===== config.mk =====
export PLATFORM = sky130hd
export DESIGN_NAME = wrpg_weight_gen
export DESIGN_NICKNAME = d
export VERILOG_FILES = /design/src/rtl/wrpg_pkg.sv /design/src/rtl/wrpg_lfsr16.sv /design/src/rtl/wrpg_weight_gen.sv
export SDC_FILE = /design/constraint.sdc
export NUM_CORES = 1
export LEC_CHECK = 0
export CAP_MARGIN = 20
export CORE_ASPECT_RATIO = 0.9
export CORE_MARGIN = 4
export CORE_UTILIZATION = 30
export DETAILED_ROUTE_END_ITERATION = 12
export GPL_ROUTABILITY_DRIVEN = 0
export GPL_TIMING_DRIVEN = 0
export MAX_ROUTING_LAYER = met4
export PLACE_DENSITY_LB_ADDON = 0.08
export SLEW_MARGIN = 20
export SYNTH_ARGS = -nofsm -noshare
export SYNTH_HDL_FRONTEND = slang
export SYNTH_SLANG_ARGS = --single-unit

===== constraint.sdc =====
create_clock -name clk -period 1.4 [get_ports clk]
set_input_delay 0.35 -clock clk [delete_from_list [all_inputs] [get_ports clk]]
set_output_delay 0.35 -clock clk [all_outputs]
set_load 0.005 [all_outputs]

===== src/rtl/wrpg_pkg.sv =====
// Shared types and constants for the WRPG weighted pattern generator.
package wrpg_pkg;

   localparam int unsigned LFSR_W = 16;

   // Reset value, and replacement for an all-zero seed (the lockup state)
   localparam logic [LFSR_W-1:0] LFSR_DEFAULT_SEED = 16'hACE1;

   // Feedback taps for x^16+x^14+x^13+x^11+1: r[15], r[13], r[12], r[10]
   localparam logic [LFSR_W-1:0] LFSR_TAPS = 16'hB400;

   typedef enum logic [1:0] {
      W_HALF = 2'b00,
      W_QTR  = 2'b01,
      W_3QTR = 2'b10,
      W_8TH  = 2'b11
   } weight_e;

   typedef enum logic [1:0] {
      IDLE,
      SEED,
      RUN,
      DONE
   } state_e;

   // Combine up to three LFSR bits so the result is 1 with probability 1/2, 1/4, 3/4 or 1/8
   function automatic logic weight_bit(input logic [1:0] code, input logic a, input logic b,
                                       input logic c);
      logic w;
      w = a;
      case (weight_e'(code))
         W_HALF: w = a;
         W_QTR:  w = a & b;
         W_3QTR: w = a | b;
         W_8TH:  w = a & b & c;
      endcase
      return w;
   endfunction

endpackage


===== src/rtl/wrpg_lfsr16.sv =====
// 16-bit Fibonacci LFSR with seed load and zero-seed substitution.
module wrpg_lfsr16
   import wrpg_pkg::*;
(
   input  logic              clk,
   input  logic              rst,
   input  logic              load,
   input  logic [LFSR_W-1:0] seed,
   input  logic              step,
   output logic [LFSR_W-1:0] r
);

   logic fb;

   assign fb = ^(r & LFSR_TAPS);

   // Shift register: load wins over step; a zero seed would lock up, so substitute the default
   always_ff @(posedge clk) begin
      if (rst) begin
         r <= LFSR_DEFAULT_SEED;
      end else if (load) begin
         r <= (seed == '0) ? LFSR_DEFAULT_SEED : seed;
      end else if (step) begin
         r <= {r[LFSR_W-2:0], fb};
      end
   end

endmodule


===== src/rtl/wrpg_weight_gen.sv =====
// Weighted random pattern source for the WRPG pattern register.
// Emits NUM_PAT weighted LFSR patterns per start, then pulses done.
// Optional build macro WRPG_BYPASS_EN adds a bypass input that passes raw LFSR bits.
module wrpg_weight_gen
   import wrpg_pkg::*;
#(
   parameter int unsigned WIDTH   = 8,
   parameter int unsigned NUM_PAT = 16
) (
   input  logic                 clk,
   input  logic                 rst,
   input  logic                 start,
   input  logic [LFSR_W-1:0]    seed,
   input  logic [2*WIDTH-1:0]   weights,
   input  logic                 hold,
`ifdef WRPG_BYPASS_EN
   input  logic                 bypass,
`endif
   output logic [WIDTH-1:0]     pat,
   output logic                 pat_en,
   output logic                 busy,
   output logic                 done
);

   localparam logic [LFSR_W-1:0] LAST_IDX = LFSR_W'(NUM_PAT - 1);

   state_e            state;
   state_e            next_state;
   logic [LFSR_W-1:0] r;
   logic [LFSR_W-1:0] cnt;
   logic              lfsr_load;
   logic              run_step;
   logic [WIDTH-1:0]  weighted;
   logic [WIDTH-1:0]  pat_src;

   wrpg_lfsr16 u_lfsr (
      .clk  (clk),
      .rst  (rst),
      .load (lfsr_load),
      .seed (seed),
      .step (run_step),
      .r    (r)
   );

   // Per-bit bias: a from the low byte, b and c from the high byte
   for (genvar i = 0; i < WIDTH; i++) begin : g_bit
      localparam int unsigned C_IDX = ((i + 4) % 8) + 8;
      assign weighted[i] = weight_bit(weights[2*i+1 -: 2], r[i], r[i+8], r[C_IDX]);
   end

`ifdef WRPG_BYPASS_EN
   assign pat_src = bypass ? r[WIDTH-1:0] : weighted;
`else
   assign pat_src = weighted;
`endif

   // State register
   always_ff @(posedge clk) begin
      if (rst) begin
         state <= IDLE;
      end else begin
         state <= next_state;
      end
   end

   // Next-state and per-cycle control decode
   always_comb begin
      next_state = state;
      lfsr_load  = 1'b0;
      run_step   = 1'b0;
      case (state)
         IDLE: begin
            if (start) begin
               lfsr_load  = 1'b1;
               next_state = SEED;
            end
         end
         SEED: next_state = RUN;
         RUN: begin
            if (!hold) begin
               run_step = 1'b1;
               if (cnt == LAST_IDX) begin
                  next_state = DONE;
               end
            end
         end
         DONE:    next_state = IDLE;
         default: next_state = IDLE;
      endcase
   end

   // Registered outputs and pattern counter; pat holds its value except on a generating cycle
   always_ff @(posedge clk) begin
      if (rst) begin
         pat    <= '0;
         pat_en <= 1'b0;
         busy   <= 1'b0;
         done   <= 1'b0;
         cnt    <= '0;
      end else begin
         pat_en <= run_step;
         done   <= (state == DONE);
         busy   <= (next_state == SEED) || (next_state == RUN);
         if (lfsr_load) begin
            cnt <= '0;
         end else if (run_step) begin
            cnt <= cnt + 16'd1;
         end
         if (run_step) begin
            pat <= pat_src;
         end
      end
   end

endmodule


## Word level (Yosys, flattened, before mapping)

Cells that the tools add are included.

- Add/subtract/negate cells: 1
- Equal/unequal tests: 30
- Multiplexer cells: 19
- Bitwise logic cells: 24
- Reduce and logical (&&, ||, !) cells: 14

Operator list:

| kind | count |
|---|---|
| 2-to-1 mux 16 bit | 3 |
| equality test 2 bit (second input constant) | 19 |
| case mux 1 bit (4 select lines) | 8 |
| equality test 2 x 1 -> 1 bit (second input constant) | 10 |
| zero test 2 bit | 9 |
| adder 16 x 1 -> 16 bit (second input constant) | 1 |
| AND 1 bit | 16 |
| equality test 16 x 4 -> 1 bit (second input constant) | 1 |
| zero test 16 bit | 1 |
| parity 16 bit | 1 |
| OR 1 bit | 8 |
| case mux 2 bit (4 select lines) | 1 |
| 2-to-1 mux 2 bit | 3 |
| 2-to-1 mux 1 bit | 4 |
| nonzero test 2 bit | 1 |
| OR reduction 2 bit | 1 |
| logical OR 1 bit | 1 |

- Register bits after elaboration: 45
- Bits of input ports: 36
- Output and inout bits: 11
- Logic and storage cells: 95

## Depth between registers and ports, before layout

- Depth in word-level cells: 6
- Gate-level depth with buffers: 7
- Depth with buffers taken out: 6

## Cells and area by module

From an unflattened synthesis, not the netlist that was laid out.

- Cell total of the unflattened synthesis: 262
- Area total of the unflattened synthesis: 2255.9 sq um

By module, submodules not included:

| module | instances | cells each | area each (sq um) | seq. area each (sq um) |
|---|---|---|---|---|
| wrpg_weight_gen | 1 | 175 | 1446.4 | 580.6 |
| wrpg_lfsr16 | 1 | 87 | 809.5 | 320.3 |

## Worst setup path before layout

Ideal clock, no wire load.

- Path kind: register -> register
- From: reg state[0]
- To: reg cnt[13]
- Setup time: 71 ps
- Arrival time: 1453 ps
- Required time: 1329 ps
- Setup slack: -124 ps
- Cell stages (with the launch flop): 7
- Path buffers: 0
- Period minus slack after synthesis: 1524 ps
- Path through: dfxtp_1 -> inv_1 -> ha_1 -> and4b_1 -> and4_2 -> a31o_2 -> a21oi_1

- Cells in the longest elaborated chain, start to end: 3
- Elaborated cells on any way between the ends: 5
- Those cells by class: 1 x eq/ne; 2 x mux; 2 x reduce/logical

RTL lines:

| element | line | source |
|---|---|---|
| start, declared | wrpg_weight_gen.sv:27 | `state_e state;` |
| start signal, assigned | wrpg_weight_gen.sv:62 | `state <= next_state;` |
| zero test 2 bit | wrpg_weight_gen.sv:71 | `case (state)` |
| 2-to-1 mux 1 bit | wrpg_weight_gen.sv:71 |  |
| OR reduction 2 bit (no source line) | n/a |  |
| end signal, assigned | wrpg_weight_gen.sv:107 | `cnt <= cnt + 16'd1;` |
| end, declared | wrpg_weight_gen.sv:30 | `logic [LFSR_W-1:0] cnt;` |

Parallel ways exist; a longest one is shown, timed or not.
A chain may end at the register's enable or synchronous reset.

## Final worst setup path

- From: reg state[0]
- To: reg cnt[14]

The elaborated chain is that of the path after synthesis.

==> impl_metrics.csv <==
group,metric,value,unit
run_status,status,"finished, violations left",
run_status,violations,"negative setup slack",
place,dp_slack,-0.757,ns
sta,setup_violations,14,
clocking,cts-root-buf,"clkbuf_8",
clocking,clock-sinks,45,
routing,drcViolationCount,0,
sta,worstMarginPinSlew,0.415,ns
logic_synthesis,synth_seq_cells,45,
sta,tns,-0.488,ns
hold_path,whs_endpoint,"u_lfsr.r[5]$_SDFFE_PP1P_",
worst_setup_path,crit_buf_inv,1,
final_layout,fin_cells,417,
final_layout,area_growth,52.3,%
clocking,cts_tree,"built",
die,die_area,0.00882,mm^2
routing,detail-route-antenna-nets,0,
sta,relSlewSlack,72.4,%
routing,num_vias,2092,
worst_setup_path,cp-start-kind,"register",
routing,wirelength,6.72,mm
worst_setup_path,reg2reg_from,"state[0]$_SDFF_PP0_",
routing,detail_route.iter0.violations,86,
worst_setup_path,path_delay_family,"simple AND/OR/NAND/NOR gates",
clocking,numCtsBuffers,5,
routing,vias_per_cell,5.02,
logic_synthesis,yosysTopAreaCell,"dfxtp_1",
sta,worst_hold_slack,0.392,ns
pwr,vdd_drop_max,0.508,mV
worst_setup_path,rr_worst_depth,6,
sta,final_hold_viol_count,0,
logic_synthesis,postSynthAreaPerCell,8.52,um^2
pwr,combPwrFrac,40.8,%
die,core-area,0.00711,mm^2
worst_setup_path,crit_chain,"inv_4, ha_4, and4b_4, nand4_4, or3_4, a21oi_2",
worst_setup_path,cp-end-kind,"register",
die,num_rows,29,
pwr,p_clk_share,21.5,%
worst_setup_path,rr_endpoint,"cnt[14]$_SDFFE_PP0P_",
clocking,clock_latency,0.29,ns
global_route,antenna_found_initial,0,
logic_synthesis,ys_seq_area_share,40.7,%
logic_synthesis,yosys_warnings,0,
sta,fin_crit_sh,105,%
worst_setup_path,cp.required,1.64,ns
pwr,p_int,3.12,mW
worst_setup_path,path_class,"reg -> reg",
logic_synthesis,netlist_instances,260,
run,drv_cap,0,
clocking,cts.reportedPaths.clkPinSlew,0.09,ns
global_route,grt_max_degree,14,
global_route,grtUsageTotal,15.9,%
worst_setup_path,rrSetupSlack,-0.08,ns
worst_setup_path,cp_max_fo,5,
global_route,grt_pass1_wl,10.8,mm
clocking,htreeDepth,2,
die,start_util,31.1,%
sta,fmax,0.678,GHz
hold_path,hold_start,"seed[5]",
final_layout,design_area,0.00337,mm^2
sta,finalClockSkew,0.00895,ns
final_layout,fin_util,47.4,%
die,fp.dieW,98.6,um
pwr,leakagePower,1.33,nW
logic_synthesis,synth.cell_area,0.00221,mm^2
worst_setup_path,slowest_delay,0.35,ns
place,io_buffer_count,46,
sta,period_minus_slack,1.48,ns
routing,drt-pass1-iter-count,4,
final_layout,layout_commonest_cell,"dfxtp_1",
global_route,grt_pass1_vias,2094,
place,dpl.cell_count,399,
sta,rsz0062_at_grt,"true",
hold_path,hold_depth,3,
place,dp_hpwl,4.71,mm
routing,wire_per_inst,16.1,um
global_route,grt_overflow,0,
final_layout,diodes,0,
clocking,clock_path_buffers,2,
clocking,hold_buffers,0,
logic_synthesis,yosysTopAreaCellShare,40.7,%
final_layout,final_nets,364,
die,die_y,89.5,um
logic_synthesis,synth_area_leaders,"dfxtp_1 (41%), nand2_1 (5.6%), nor2_1 (4.7%), a21oi_1 (3.6%), mux2_2 (3.6%)",
sta,slew_viol_final,0,
die,io_pins,47,
sta,timing.final.ws_setup,-0.0758,ns
logic_synthesis,ys_types,36,
pwr,switchingPower,1.62,mW
worst_setup_path,worst_ep_arrival_time,1.71,ns
pwr,p_total,4.74,mW
final_layout,final_cell_mix,"dfxtp_1 (40), nand2_1 (29), nor2_1 (28)",
logic_synthesis,synth_fp_nets,301,
worst_setup_path,cpMaxStageDelayCell,"or3_4",
pwr,swShare,34.2,%
pwr,powerDensity,1400,mW/mm^2
pwr,seqPwrFrac,37.7,%
place,dpl-instance-area,0.00281,mm^2
final_layout,drive_above_1_share,26.9,%
hold_path,hp-class,"in -> reg",
## worst max-delay path by stage
stage | from | end | slack, ns | cells past startpoint
2_1_floorplan | state[0]$_SDFF_PP0_ | cnt[13]$_SDFFE_PP0P_ | -0.001 | 6
3_3_place_gp | hold | pat[3]$_SDFFE_PP0P_ | -0.75 | 6
3_5_place_dp | hold | pat[3]$_SDFFE_PP0P_ | -0.76 | 6
4_1_cts | state[0]$_SDFF_PP0_ | cnt[14]$_SDFFE_PP0P_ | -0.1 | 6
5_1_grt | state[0]$_SDFF_PP0_ | cnt[14]$_SDFFE_PP0P_ | -0.15 | 6
6_report | state[0]$_SDFF_PP0_ | cnt[14]$_SDFFE_PP0P_ | -0.08 | 6
## cells in the mapped netlist
library cell   n
or3_1          3
and2_1         3
inv_1          6
a211oi_1       1
dfxtp_1       45
nor2b_1       12
nand2_1       33
xnor2_1        6
mux2_2         7
mux2i_1        1
nand2b_1      10
a21oi_1       16
nand4b_1       1
nor2_1        28
and4b_1        2
o221ai_1       8
o22ai_1        8
nand3_1        3
nand4_4        1
o32a_1         1
o41ai_1        1
nor4_1         7
buf_2          4
a31o_2         2
clkbuf_1       8
or2_2          1
and3_1         2
o311ai_0       1
a311oi_1       8
a41o_1         1
and4b_4        1
and4_2         2
o21ai_0       11
ha_1           5
nand4_1        5
xor2_1         6
## registers in the layout, summed over array words and instances, names as in the netlist
name and cells:
pat 8, u_lfsr.r 16, pat_en 1, done 1, busy 1, cnt 16
state 2
## worst register-to-register path: stages, from the launching register on
cell and delay [ns]:
dfxtp_2 0.34, inv_4 0.08, ha_4 0.16, and4b_4 0.27
nand4_4 0.11, or3_4 0.35, a21oi_2 0.11
## cells by family (layout without fill, tap and decap cells)
kind of cell,Yosys count,after routing,share of synthesized area [%]
AOI/OAI and AO/OA,58,58,17.5
adders and majority gates,5,5,2.82
xor gates and xnor gates,12,12,4.75
muxes,8,8,4.01
DFF,45,45,40.7
and+or+nand+nor,114,114,26.9
buffers and inverters,18,82,3.28
## per-layer routing
metal  track usage, %  part of all wire, %
met2             23.6                   44
met3             2.81                  4.6
met4             3.35                 0.49
met1             22.6                   51
met5                -                    0
## what timing repair did
item,CTS,global route
gates resized for setup,52,56
gates cloned,0,3
buffers inserted,3,6
pin swaps,12,16
endpoints found under the setup margin,54,43
endpoints found under the hold margin,0,0
## power by group through the flow
stage	Clock [mW]	Sequential, mW	Combinational, mW
final	1.02	1.79	1.93
after global routing	1.11	1.82	2.12
after CTS	1.06	1.77	1.54
after detailed placement	0	1.80	1.41
after global placement	0	1.80	1.41
after floorplan	0	1.71	0.940
## area by class of cell
cell class | instances | area (um^2)
Clock inverter | 1 | 30.0
Multi-Input combinational cell | 197 | 1520
Clock buffer | 7 | 86.3
Tap cell | 93 | 116
Timing Repair Buffer | 58 | 591
Sequential cell | 45 | 907
Fill cell | 700 | 3740
Inverter | 6 | 25.0
Buffer | 10 | 97.6
Power figures use the tool's default switching activity.
